--- src/rtl/ls165.sv ---
// 74LS165 8-bit parallel-in/serial-out shift register, cycle-accurate on CLK.
// CP/nCE are sampled as data; a rising edge of g = CP | nCE clocks the register.
module ls165 #(
  parameter int WIDTH   = 8,
  parameter bit CP_SYNC = 1'b0
) (
  input  logic             CLK,
  input  logic             nRST,
  input  logic             nPL,
  input  logic             CP,
  input  logic             nCE,
  input  logic             DS,
  input  logic [0:WIDTH-1] D,
  output logic             Q7,
  output logic             nQ7
);

  logic [0:WIDTH-1] sr;
  logic             g;
  logic             g_prev;
  logic             shift_evt;

  generate
    if (CP_SYNC) begin : g_sync
      // Flops reset high so a chip clock already high at release is not seen as an edge.
      logic [1:0] cp_s;
      logic [1:0] nce_s;

      always_ff @(posedge CLK or negedge nRST) begin
        if (!nRST) begin
          cp_s  <= 2'b11;
          nce_s <= 2'b11;
        end else begin
          cp_s  <= {cp_s[0], CP};
          nce_s <= {nce_s[0], nCE};
        end
      end

      assign g = cp_s[1] | nce_s[1];
    end else begin : g_direct
      assign g = CP | nCE;
    end
  endgenerate

  assign shift_evt = !g_prev && g;

  // g_prev tracks g even during a load, so an edge seen while nPL is low is consumed.
  always_ff @(posedge CLK or negedge nRST) begin
    if (!nRST) begin
      sr     <= '0;
      g_prev <= 1'b1;
    end else begin
      g_prev <= g;
      if (!nPL) begin
        sr <= D;
      end else if (shift_evt) begin
        sr <= {DS, sr[0:WIDTH-2]};
      end
    end
  end

  assign Q7  = sr[WIDTH-1];
  assign nQ7 = ~sr[WIDTH-1];

endmodule
--- config.mk ---
export PLATFORM = sky130hd
export DESIGN_NAME = ls165
export DESIGN_NICKNAME = d
export VERILOG_FILES = /design/src/rtl/ls165.sv
export SDC_FILE = /design/constraint.sdc
export NUM_CORES = 1
export LEC_CHECK = 0
export BUFFER_PORTS_ARGS = -buffer_cell sky130_fd_sc_hd__buf_2
export CELL_PAD_IN_SITES_DETAIL_PLACEMENT = 1
export CELL_PAD_IN_SITES_GLOBAL_PLACEMENT = 1
export CORE_MARGIN = 2
export CORE_UTILIZATION = 25
export DETAILED_ROUTE_END_ITERATION = 16
export HOLD_SLACK_MARGIN = 0.02
export PLACE_DENSITY = 0.74
export SLEW_MARGIN = 5
export SYNTH_ARGS = -nofsm -noshare
export SYNTH_HDL_FRONTEND = slang
export SYNTH_SLANG_ARGS = --single-unit
--- constraint.sdc ---
create_clock -name CLK -period 1.2 [get_ports CLK]
set_clock_uncertainty 0.2 [all_clocks]
set_input_delay 0.06 -clock CLK [delete_from_list [all_inputs] [get_ports CLK]]
set_output_delay 0.06 -clock CLK [all_outputs]
set_load 0.01 [all_outputs]
### Word-level counts from Yosys, hierarchy flattened

Cells that the tools add are included.

* register bits after elaboration: 9
* bits in latches: 0
* memory bits (writable): 0
* memory bits (read-only): 0
* input bits: 14
* output and inout bits: 2
* memories: 0

* add/sub/neg operators: 0
* multiply operators: 0
* div/mod/pow operators: 0
* order comparisons: 0
* equality and inequality tests: 1
* shift operators: 0
* mux-type cells: 2
* bitwise gates (word level): 2
* reductions and logical operators: 2

Operator list (count)
* $mux W8: 2
* $ne A2 B1 Y1 const B: 1
* $logic_and A1 B1 Y1: 1
* $logic_not A1 Y1: 1
* $not A1 Y1: 1
* $or A1 B1 Y1: 1

### Logic depth before layout (Yosys ltp)

* word-level depth: 4
* mapped depth: 4

### Worst setup path before layout

No wires, ideal clock.

* path kind: flip-flop to flip-flop
* start point: register g_prev
* end point: register sr[0] in the netlist's numbering
* data arrival time: 0.891 ns
* required time: 0.870 ns
* slack: -0.020 ns
* stages on the path, launching flop included: 5
* period minus slack after synthesis: 1.220 ns
* cells stage by stage: dfstp_2 o21ba_1 buf_4 nand2_1 a31oi_1

* cells in the longest elaborated chain, start to end: 3

Ends and longest elaborated chain
* start, declared: RTL line 20 `logic g_prev;`
* start signal, assigned: RTL line 53 `g_prev <= g;`
* $logic_not A1 Y1: RTL line 45 `assign shift_evt = !g_prev && g;`
* $logic_and A1 B1 Y1: RTL line 45
* $ne A2 B1 Y1 (no line)
* end signal, assigned: RTL line 57 `sr <= {DS, sr[0:WIDTH-2]};`
* end, declared: RTL line 18 `logic [0:WIDTH-1] sr;`

Every way passes these cells.
A chain may end at the register's enable or synchronous reset.

### Worst setup path in the final report

* start point: register g_prev
* end point: register sr[1] in the netlist's numbering

Same word-level chain as after synthesis.

==> results.yml <==
sta:
  fin_tns_setup_ps: -91.82
  layout_min_cycle_time_ps: 1223
  fin_crit_sh_pct: 101.9
  fin_max_slew_vios: 0
  finalHoldViolCount: 1
  setup_viol_count_final: 6
  max_slew_margin_pct: 82.00
  finalWorstSetupSlack_ps: -22.76
  fmax_ghz: 0.8178
  rsz0062_at_grt: "true"
  fin_worst_hold_slack_ps: -0.7152
  slew_worst_pin_ps: 270.0
synthesis:
  top_area_cell_type_share_of_the_netlist_area_pct: 48.19
  yosysWarnings: 0
  share_of_synthesized_area_occupied_by_flip_flops_and_latches_pct: 54.52
  synth_common_cells: "sky130_fd_sc_hd__nand2_1, sky130_fd_sc_hd__a31oi_1, sky130_fd_sc_hd__dfrtp_1, sky130_fd_sc_hd__nor2_1, sky130_fd_sc_hd__buf_2"
  synth-main-ff-cell: "sky130_fd_sc_hd__dfrtp_1"
  syn_avg_cell_area_um2: 8.654
  postSynth.asyncResetShare_pct: 100.0
  synth_most_common_cell: "sky130_fd_sc_hd__nand2_1"
  yosys-top-cells-area: "sky130_fd_sc_hd__dfrtp_1, sky130_fd_sc_hd__nand2_1, sky130_fd_sc_hd__a31oi_1"
  syn_nets: 62
  netlist.top_cell.by_area: "sky130_fd_sc_hd__dfrtp_1"
  synth_enable_flop_cells: 0
  yosysUniqueCellTypes: 11
  post_synth_instance_area_um2: 415.4
  synth_seq_cells: 9
  postSynthCellCount: 48
setup_path:
  cpLargestDelayFamily: "flip-flops"
  buffer_and_inverter_count_on_the_worst_path: 0
  critical_path.endpoint_type: "flip-flop"
  critical_path.max_stage_delay_ps: 530
  cp_launch_type: "flip-flop"
  timing.critical_path.slowest_stage_cell: "sky130_fd_sc_hd__dfstp_2"
  critical_path_arrival_ps: 1200
  critical_path_class: "flip-flop to flip-flop"
  r2r.worst_path.cells: 3
  timing.critical_path.cells: "o21bai_4 > nand2_1 > a31oi_1"
  worst_ep_required_time_ps: 1180
  cp_num_cells: 3
  critical_path.max_fanout: 8
clocking:
  clock_latency_ps: 260
  number_of_h_tree_branching_levels: 1
  cts_num_sinks: 9
  number_of_buffers_created_by_cts: 3
  clock_tree.root_cell: "sky130_fd_sc_hd__clkbuf_4"
  cts_tree: "built"
  clk_path_buf_depth: 2
  worst_setup_hold_path_clk_slew_ps: 60
global_route:
  track_usage_pct: 13.69
  antenna_found_initial: 0
  grt_pass1_wl_mm: 1.959
  grt_pass1_vias: 465
  grt_start_max_net_pins: 17
  grt.overflow.total: 0
drt:
  post-route-drc-count: 0
  detail_route.first_pass.iterations: 4
  drt_wl_total_mm: 1.079
  route.antenna.remaining_nets: 0
  starting_drt_drc_count: 5
  routed_wire_length_per_instance_um: 11.60
  viasPerCell: 4.613
  vias: 429
layout:
  final_nets: 92
  synthToLayoutAreaGrowth_pct: 60.24
  sequential_cell_area_um2: 226.5
  antenna_cells: 0
  finish.instance_area_um2: 665.6
  drive_gt1_share_pct: 27.27
  fillers: 183
  area_of_the_multi_input_gates_um2: 181.4
status:
  outcome: "complete, but fails checks"
  violations: "negative hold slack, negative setup slack"
power:
  powerDensity_mw_per_mm2: 1096
  irDropWorstVdd_mv: 0.5226
  total_power_mw: 0.7295
  power.leakage_nw: 0.3104
flow_run:
  max_cap_violations: 0
hold_path:
  hold_class: "primary input to flip-flop"
  cell_count_of_the_worst_hold_path: 4
floorplan:
  die_h_um: 44.76
  initial_utilization_pct: 27.26
  core.rowCount: 14
  dieWidth_um: 44.76
  fp.dieArea_mm2: 0.002003
  placeableCoreArea_mm2: 0.001524
  floorplan.io_pins: 16
place:
  dpl-instance-area_um2: 499.2
  dpl_worst_slack_ps: -63.01
  dp_hpwl_um: 658
  gpl.final_weighted_congestion: 0.7349
  placement.io_buffers: 15
==> worst paths after layout <==
check                            start     end  slack [ps]
worst min-delay path                CP   sr[7]        -0.7
worst max register to register  g_prev   sr[1]         -20
worst max-delay path            g_prev   sr[1]         -20
worst min register to register   sr[5]   sr[6]         340
min in group asynchronous         nRST   sr[1]         550
max in group asynchronous         nRST  g_prev          30
==> worst min-delay path, cell delays in order <==
cell	delay [ps]
sky130_fd_sc_hd__buf_2	130
sky130_fd_sc_hd__o21bai_4	100
sky130_fd_sc_hd__nand2_1	70
sky130_fd_sc_hd__a31oi_1	70
==> cell type report <==
class | instances | area share (%)
clock buffers | 4 | 3.947
inverters | 1 | 0.5639
multi-input cells | 35 | 27.26
flip-flops and latches | 9 | 34.02
well taps | 16 | 3.008
repair buffers | 28 | 31.20
==> where the power goes <==
part	internal, mW	total, mW	switching [mW]	leakage [nW]
clock network	0.128	0.237	0.108	0.0150
registers	0.335	0.351	0.0163	0.101
logic	0.0777	0.142	0.0643	0.194
==> layer usage <==
| layer | track usage (%) | routed length (µm) |
|---|---|---|
| met5 | 0 | 0 |
| met4 | 7.273 | 21 |
| met2 | 23.48 | 543 |
| met3 | 2.400 | 30 |
| met1 | 16.16 | 484 |
==> timing repair <==
item	4_1_cts	5_1_grt
hold endpoints to repair	18	0
buffers inserted	0	0
pin swaps	6	10
endpoints found under the setup margin	8	9
hold buffers	13	0
gates resized for setup	1	1
==> cell families (layout without fill, tap and decap cells) <==
family                 after synthesis  in the layout  synth area share, %
AOI/OAI and AO/OA                   10             10                17.17
and+or+nand+nor                     25             25                23.19
DFF                                  9              9                54.52
buffers and inverters                4             33                5.120
==> registers in the layout, indices dropped and copies added (netlist names) <==
| signal | cells |
|---|---|
| sr | 8 |
| g_prev | 1 |
==> through the flow <==
stage | hold WS (ps) | cells | util [%]
global placement | -275.7 | 76 | 32.76
finish | -0.7152 | 93 | 43.68
CTS | 5.202 | 93 | 43.51
floorplan | -435.6 | 48 | -
global route | 33.16 | 93 | 43.68
detailed placement | -271.5 | 76 | 32.76
==> cells in the final DEF (no fill, tap or decap) <==
cell                            netlist  routed
sky130_fd_sc_hd__o21bai_4             0       1
sky130_fd_sc_hd__or2_1                1       1
sky130_fd_sc_hd__clkbuf_1             0       1
sky130_fd_sc_hd__nand2_1             16      16
sky130_fd_sc_hd__dfrtp_1              8       8
sky130_fd_sc_hd__dlygate4sd3_1        0      13
sky130_fd_sc_hd__o21ba_4              0       1
sky130_fd_sc_hd__nor2_1               8       8
sky130_fd_sc_hd__clkbuf_4             0       4
sky130_fd_sc_hd__dfstp_2              1       1
sky130_fd_sc_hd__buf_2                2      14
sky130_fd_sc_hd__inv_1                1       1
sky130_fd_sc_hd__a31oi_1              8       8
No activity file was read; power rests on OpenSTA's default activity.
